File: src/rtl/led_pattern_sequencer_if.sv
// rtl/led_pattern_sequencer_if.sv - LED sequencer user-side signal bundle
//
// Groups the button/pause inputs and the LED/mode/tick outputs of the LED
// pattern sequencer.
//   btn_mode : raw mode pushbutton, asynchronous, active-high
//   pause    : level, synchronous to clk; 1 freezes pattern and prescaler
//   led      : 8-bit LED bank drive (registered)
//   mode     : current pattern, 0 UP, 1 DOWN, 2 SCAN, 3 BLINK (registered)
//   tick     : one-cycle pattern-advance strobe (registered)
// The master side is the board/stimulus, the slave side is the sequencer.

interface led_pattern_sequencer_if;
    logic       btn_mode;
    logic       pause;
    logic [7:0] led;
    logic [1:0] mode;
    logic       tick;

    modport master (
        output btn_mode,
        output pause,
        input  led,
        input  mode,
        input  tick
    );

    modport slave (
        input  btn_mode,
        input  pause,
        output led,
        output mode,
        output tick
    );
endinterface

File: src/rtl/led_pattern_sequencer.sv
// rtl/led_pattern_sequencer.sv - four-pattern LED sequencer with prescaler and debounced mode button
//
// Divides clk into a pattern tick, debounces the mode button and steps the
// LED bank through count-up, count-down, bounce-scan and blink patterns.
// Ports:
//   clk  : system clock, all logic on the rising edge
//   rst  : synchronous reset, active-high
//   bus  : led_pattern_sequencer_if.slave (btn_mode, pause in; led, mode, tick out)
// Parameters:
//   DIV        : clk cycles per pattern tick (>= 2)
//   DEB_CYCLES : stable cycles needed before the debounced button changes (>= 1)

module led_pattern_sequencer #(
    parameter int DIV        = 50_000_000,
    parameter int DEB_CYCLES = 1_000_000
) (
    input  logic                    clk,
    input  logic                    rst,
    led_pattern_sequencer_if.slave  bus
);

    localparam int PW = (DIV > 2) ? $clog2(DIV) : 1;
    localparam int DW = (DEB_CYCLES > 1) ? $clog2(DEB_CYCLES) : 1;

    localparam logic [PW-1:0] CNT_MAX  = PW'(DIV - 1);
    localparam logic [PW-1:0] CNT_ONE  = PW'(1);
    localparam logic [DW-1:0] DEB_LAST = DW'(DEB_CYCLES - 1);
    localparam logic [DW-1:0] DEB_ONE  = DW'(1);

    typedef enum logic [1:0] {
        ST_UP    = 2'd0,
        ST_DOWN  = 2'd1,
        ST_SCAN  = 2'd2,
        ST_BLINK = 2'd3
    } state_t;

    // ------------------------------------------------------------------
    // Button path: two-flop synchronizer followed by a debouncer
    // ------------------------------------------------------------------
    logic          sync1_q;
    logic          sync2_q;
    logic          deb_lvl_q;
    logic [DW-1:0] deb_cnt_q;
    logic          deb_differ;
    logic          deb_done;
    logic          press;

    assign deb_differ = (sync2_q != deb_lvl_q);
    // The counter holds DEB_CYCLES-1 on the cycle whose edge makes it reach
    // DEB_CYCLES; that edge is where the debounced level flips.
    assign deb_done   = deb_differ && (deb_cnt_q == DEB_LAST);
    // Press is combinational so the mode change lands on the very edge the
    // debounced level rises: 2 synchronizer + DEB_CYCLES cycles after the rise.
    assign press      = deb_done && sync2_q;

    always_ff @(posedge clk) begin
        if (rst) begin
            sync1_q   <= 1'b0;
            sync2_q   <= 1'b0;
            deb_lvl_q <= 1'b0;
            deb_cnt_q <= '0;
        end else begin
            sync1_q <= bus.btn_mode;
            sync2_q <= sync1_q;
            if (deb_done) begin
                deb_lvl_q <= sync2_q;
                deb_cnt_q <= '0;
            end else if (deb_differ) begin
                deb_cnt_q <= deb_cnt_q + DEB_ONE;
            end else begin
                deb_cnt_q <= '0;
            end
        end
    end

    // ------------------------------------------------------------------
    // Pattern FSM, prescaler and LED register
    // ------------------------------------------------------------------
    state_t        state_q, state_d;
    logic [7:0]    led_q,   led_d;
    logic          dir_q,   dir_d;     // scan direction: 0 left, 1 right
    logic [PW-1:0] cnt_q,   cnt_d;
    logic          tick_q,  tick_d;

    always_ff @(posedge clk) begin
        if (rst) begin
            state_q <= ST_UP;
            led_q   <= 8'h00;
            dir_q   <= 1'b0;
            cnt_q   <= '0;
            tick_q  <= 1'b0;
        end else begin
            state_q <= state_d;
            led_q   <= led_d;
            dir_q   <= dir_d;
            cnt_q   <= cnt_d;
            tick_q  <= tick_d;
        end
    end

    always_comb begin
        state_d = state_q;
        led_d   = led_q;
        dir_d   = dir_q;
        cnt_d   = cnt_q;
        tick_d  = 1'b0;

        if (press) begin
            // A press outranks a coincident tick: load the new mode's entry
            // value, drop the step and restart the prescaler.
            cnt_d = '0;
            dir_d = 1'b0;
            case (state_q)
                ST_UP: begin
                    state_d = ST_DOWN;
                    led_d   = 8'hFF;
                end
                ST_DOWN: begin
                    state_d = ST_SCAN;
                    led_d   = 8'h01;
                end
                ST_SCAN: begin
                    state_d = ST_BLINK;
                    led_d   = 8'h00;
                end
                default: begin
                    state_d = ST_UP;
                    led_d   = 8'h00;
                end
            endcase
        end else begin
            // tick_q can only be set by an unpaused cycle, so the step it
            // closes is always due.
            if (tick_q) begin
                case (state_q)
                    ST_UP:   led_d = led_q + 8'h01;
                    ST_DOWN: led_d = led_q - 8'h01;
                    ST_SCAN: begin
                        if (!dir_q) begin
                            if (led_q[7]) begin
                                led_d = 8'h40;
                                dir_d = 1'b1;
                            end else begin
                                led_d = led_q << 1;
                            end
                        end else begin
                            if (led_q[0]) begin
                                led_d = 8'h02;
                                dir_d = 1'b0;
                            end else begin
                                led_d = led_q >> 1;
                            end
                        end
                    end
                    default: led_d = ~led_q;
                endcase
            end

            // Pause freezes the prescaler where it is; resuming continues
            // from the held count.
            if (!bus.pause) begin
                cnt_d  = (cnt_q == CNT_MAX) ? '0 : (cnt_q + CNT_ONE);
                tick_d = (cnt_d == CNT_MAX);
            end
        end
    end

    assign bus.led  = led_q;
    assign bus.mode = state_q;
    assign bus.tick = tick_q;

endmodule

File: src/flat_wrapper.sv
// flat-port wrapper written by rule: the top's interface ports become plain ports
module led_pattern_sequencer_flat 
#(
    parameter int DIV        = 50_000_000,
    parameter int DEB_CYCLES = 1_000_000
)
  (clk, rst, bus_btn_mode, bus_pause, bus_led, bus_mode, bus_tick);
  led_pattern_sequencer_if bus_i ();
  input  logic clk;
  input  logic rst;
  input wire logic [$bits(bus_i.btn_mode)-1:0] bus_btn_mode;
  input wire logic [$bits(bus_i.pause)-1:0] bus_pause;
  output wire logic [$bits(bus_i.led)-1:0] bus_led;
  output wire logic [$bits(bus_i.mode)-1:0] bus_mode;
  output wire logic [$bits(bus_i.tick)-1:0] bus_tick;
  assign bus_i.btn_mode = bus_btn_mode;
  assign bus_i.pause = bus_pause;
  assign bus_led = bus_i.led;
  assign bus_mode = bus_i.mode;
  assign bus_tick = bus_i.tick;
  led_pattern_sequencer #(.DIV(DIV), .DEB_CYCLES(DEB_CYCLES)) u_core (.clk(clk), .rst(rst), .bus(bus_i));
endmodule
File: config.mk
export PLATFORM = sky130hd
export DESIGN_NAME = led_pattern_sequencer_flat
export DESIGN_NICKNAME = d
export VERILOG_FILES = /design/src/rtl/led_pattern_sequencer_if.sv /design/src/rtl/led_pattern_sequencer.sv /design/src/flat_wrapper.sv
export SDC_FILE = /design/constraint.sdc
export NUM_CORES = 1
export LEC_CHECK = 0
export ABC_CLOCK_PERIOD_IN_PS = 5300
export BUFFER_PORTS_ARGS = -buffer_cell sky130_fd_sc_hd__clkbuf_2
export CAP_MARGIN = 20
export CORE_ASPECT_RATIO = 1.4
export CORE_MARGIN = 2
export CORE_UTILIZATION = 66
export DETAILED_ROUTE_END_ITERATION = 12
export PLACE_DENSITY = 0.86
export SYNTH_ARGS = -nofsm -noshare
export SYNTH_HDL_FRONTEND = slang
export SYNTH_SLANG_ARGS = --single-unit
export TNS_END_PERCENT = 100
File: constraint.sdc
create_clock -name clk -period 5.3 [get_ports clk]
set_input_delay 0 -clock clk [delete_from_list [all_inputs] [get_ports clk]]
set_output_delay 0 -clock clk [all_outputs]
set_load 0.05 [all_outputs]
### Word-level counts from Yosys, hierarchy flattened

Cells that the tools add are included.
Widths: inputs -> output; s select.

* add/sub/neg operators: 4
* eq/ne operators: 6
* multiplexer cells: 12
* bitwise logic cells: 2
* reductions and logical operators: 8

Operators by type and width (number)
* $eq 26x26->1 const B: 2
* $mux 8: 4
* $add 26x1->26 const B: 1
* $mux 26: 1
* $pmux 8 s3: 1
* $add 20x1->20 const B: 1
* $eq 20x20->1 const B: 1
* $pmux 8 s2: 1
* $add 8x1->8 const B: 1
* $not 8->8: 1
* $sub 8x1->8 const B: 1
* $mux 7: 1
* $pmux 2 s3: 1
* $reduce_or 3->1: 2
* $mux 1: 3
* $eq 2x1->1 const B: 1
* $eq 2x2->1 const B: 1
* $logic_and 1x1->1: 2
* $logic_not 2->1: 1
* $reduce_and 2->1: 1
* $reduce_bool 2->1: 1
* $reduce_or 2->1: 1
* $ne 1x1->1: 1
* $not 1->1: 1

* bits in registers: 61
* input bits: 4
* logic and storage cells: 41

### Longest topological paths before layout

* word-level depth: 5
* depth in mapped cells: 12

### Worst setup path before layout

Ideal clock, no wire load.

* path type: register to register
* from: register u_core.state_q[1] (netlist: u_core.bus.mode[1])
* to: register u_core.led_q[6] (netlist: u_core.bus.led[6])
* setup time: 0.070 ns
* arrival time: 2.721 ns
* required time: 5.230 ns
* setup slack: 2.510 ns
* cell stages (with the launch flop): 13
* path buffers: 2
* period minus slack after synthesis: 2.790 ns
* cell sequence: dfxtp_1 -> inv_1 -> ha_1 -> clkbuf_1 -> buf_2 -> xor2_1 -> ha_1 -> or3_1 -> a21oi_1 -> o31a_1 -> o211ai_1 -> xnor2_1 -> a21oi_1

* cells in the longest elaborated chain, start to end: 4

RTL lines
* from (decl): RTL line led_pattern_sequencer.sv:79 `state_t state_q, state_d;`
* from (signal assigned): RTL line led_pattern_sequencer.sv:93 `state_q <= state_d;`
* $eq 2x2->1, or another cell as far along: RTL line led_pattern_sequencer.sv:135 `case (state_q)`
* $pmux 8 s3: RTL line led_pattern_sequencer.sv:135
* $mux 8: RTL line led_pattern_sequencer.sv:134 `if (tick_q) begin`
* $mux 8 (*): RTL line led_pattern_sequencer.sv:108 `if (press) begin`
* to (signal assigned): RTL line led_pattern_sequencer.sv:94 `led_q <= led_d;`
* to (decl): RTL line led_pattern_sequencer.sv:80 `logic [7:0] led_q, led_d;`

Mark *: on every way between the ends. The rest lies on a longest branch, timed or not. The select of a mux whose other input is x is not followed.
A chain may end at the register's enable or synchronous reset.

### Worst setup path in the final report

* from: register u_core.state_q[1] (netlist: u_core.bus.mode[1])
* to: register u_core.led_q[4] (netlist: u_core.bus.led[4])

The elaborated chain is that of the path after synthesis.

==> results.tsv <==
metric	value	unit
drtAntennaViolNets	0	
critPathKind	flip-flop to flip-flop	
p_leak	1.36	nW
reg2reg_depth	10	
drive_gt1_frac	0.0929	
fp.dieH	94.8	microns
die-area	0.00652	sq mm
final.setup_skew	0.0119	ns
period_share	0.503	
end_kind	flip-flop	
ys_top_cells_by_area	dfxtp_1 (31%), a21oi_1 (5.5%), nor2_1 (5.2%)	
seq_area_frac_synth	0.314	
synth_top_area_frac	0.314	
syn_area	0.00388	sq mm
root_buffer	clkbuf_8	
ys.flop_type	dfxtp_1	
yosysMostFrequentCell	dfxtp_1	
firstDrtPassIters	5	
synth_common_cells	dfxtp_1 (61), nor2_1 (54), a21oi_1 (43), nand3_1 (29), o21ai_0 (29)	
pwr_density_cell	207	mW/mm^2
synth_cells	494	
core	0.00578	sq mm
hold_depth	3	
final_nets	502	
dp_slack	2.70	ns
area_growth	5.96	%
cts_tree	yes	
timing.hold.ws	0.325	ns
clock_latency	0.35	ns
drtIter0Drc	402	
async_reset_ff_frac	0	
core.rowCount	33	
syn-num-nets	506	
vias	3634	
hpwl	6.09	mm
avgSynthCellArea	7.86	sq um
start_util	0.672	
wl	8.82	mm
post_dp_cell_area	0.00391	sq mm
max_slew.worst_pin.slew	1.02	ns
cts_sinks	61	
grt_pass1_wl	14.6	mm
yosysTopAreaCell	dfxtp_1	
worstPathRequired	5.58	ns
drv_slew	0	
period_minus_slack	2.67	ns
route.detailed.drc	0	
cts_max_path_buffers	2	
slew_headroom	0.316	
cp_max_fo	18	
gr-total-overflow	0	
track_usage	0.291	
wire_per_inst	15.6	microns
final-setup-viol-count	0	
port-buffer-count	14	
cap_violations	0	
design_area	0.00412	sq mm
gp_congestion	0.922	
synth-edff-count	0	
layout_setup_ws	2.63	ns
ys_types	72	
max-vdd-ir-drop	0.000201	V
status	complete, no violations	
clkTransAtPathRegs	0.07	ns
cts-buffers-inserted	9	
cp-start-kind	flip-flop	
antenna_found_initial	0	
ys_warn_count	0	
h-tree-depth	3	
viasPerCell	6.43	
fmax	0.375	GHz
cts_setup_buffers	0	
diodes	0	
rsz0062_at_grt	no	
setup_tns	0	ns
arrival	2.94	ns
grt_max_degree	32	
dieWidth	68.8	microns
io_pins	15	
grt_pass1_vias	3393	
hold_viol	0	
ys_ff_latch	61	
min_path_type	primary input to flip-flop	
-- registers in the layout, summed over array words and instances (netlist names) --
| signal | cells |
|---|---|
| u_core.cnt_q | 26 |
| u_core.deb_cnt_q | 20 |
| u_core.bus.led | 8 |
| u_core.bus.mode | 2 |
| u_core.bus.tick | 1 |
| u_core.deb_lvl_q | 1 |
| u_core.dir_q | 1 |
| u_core.sync1_q | 1 |
| u_core.sync2_q | 1 |
-- report_power, final --
| part | internal [mW] | leakage (nW) | total [mW] | switching (mW) |
|---|---|---|---|---|
| logic | 0.00640 | 0.782 | 0.0209 | 0.0145 |
| registers | 0.460 | 0.492 | 0.462 | 0.00229 |
| clock network | 0.171 | 0.0820 | 0.370 | 0.200 |
-- area by class of cell --
class | instances | area (sq um)
clock buffers | 9 | 124
clock inverters | 7 | 50.0
fillers | 487 | 1670
inverters | 10 | 37.5
multi-input cells | 390 | 2490
flip-flops and latches | 61 | 1220
well taps | 70 | 87.6
repair buffers | 18 | 108
-- layout by cell type (no fill, tap or decap), drive strengths merged, types with 7 or more instances in the layout --
cell | synthesis | routed
a31oi | 9 | 9
ha | 8 | 8
xor2 | 16 | 16
clkbuf | 25 | 23
o21ai | 29 | 29
nor2 | 54 | 54
dfxtp | 61 | 61
a21oi | 43 | 43
nor3 | 10 | 10
nor2b | 12 | 12
inv | 9 | 11
xnor2 | 20 | 20
and3 | 11 | 11
nand4 | 13 | 13
nand3 | 31 | 31
or3 | 18 | 18
nand2b | 7 | 7
nand2 | 25 | 25
-- logic make-up after synthesis --
logic type | count (synthesis) | synth area share
simple gates | 216 | 0.314
compound gates | 125 | 0.206
buf+inv | 43 | 0.0451
mux | 5 | 0.0139
flops | 61 | 0.314
xor+xnor | 36 | 0.0812
fa+ha+maj | 8 | 0.0258
-- path summary, 6_finish.rpt --
path,from,endpoint,slack (ns)
hold reg to reg,u_core.sync1_q,u_core.sync2_q,0.46
setup reg to reg,u_core.bus.mode[1],u_core.bus.led[4],2.63
hold / removal,bus_pause,u_core.cnt_q[0],0.32
setup / recovery,u_core.bus.mode[1],u_core.bus.led[4],2.63
-- critical path, cell delays in order, from the launching register on --
cell	delay [ns]
dfxtp_1	0.35
inv_1	0.11
ha_1	0.53
xor2_1	0.21
ha_1	0.20
a21boi_0	0.21
o22ai_1	0.15
or3_1	0.40
a21oi_1	0.15
o221ai_1	0.12
a21oi_1	0.16
-- through the flow --
step            util  std cells  power, mW
3_5_place_dp   0.677        546      0.492
2_1_floorplan      -        494      0.487
4_1_cts        0.712        565      0.861
5_1_grt        0.712        565      0.883
3_3_place_gp   0.677        546      0.491
6_report       0.712        565      0.854
-- repair_timing --
| item | CTS | global route |
|---|---|---|
| gates resized for setup | 0 | 0 |
| hold buffers | 3 | 0 |
| hold endpoints to repair | 6 | 0 |
-- metal layers --
layer  routed length [microns]  track usage  up-vias
met5                         0            0        -
met4                       222        0.144        0
met3                       384       0.0489       20
met2                      4580        0.516      108
met1                      3630        0.326     1709
li1                          -            -     1797
No activity file was read; power rests on OpenSTA's default activity.
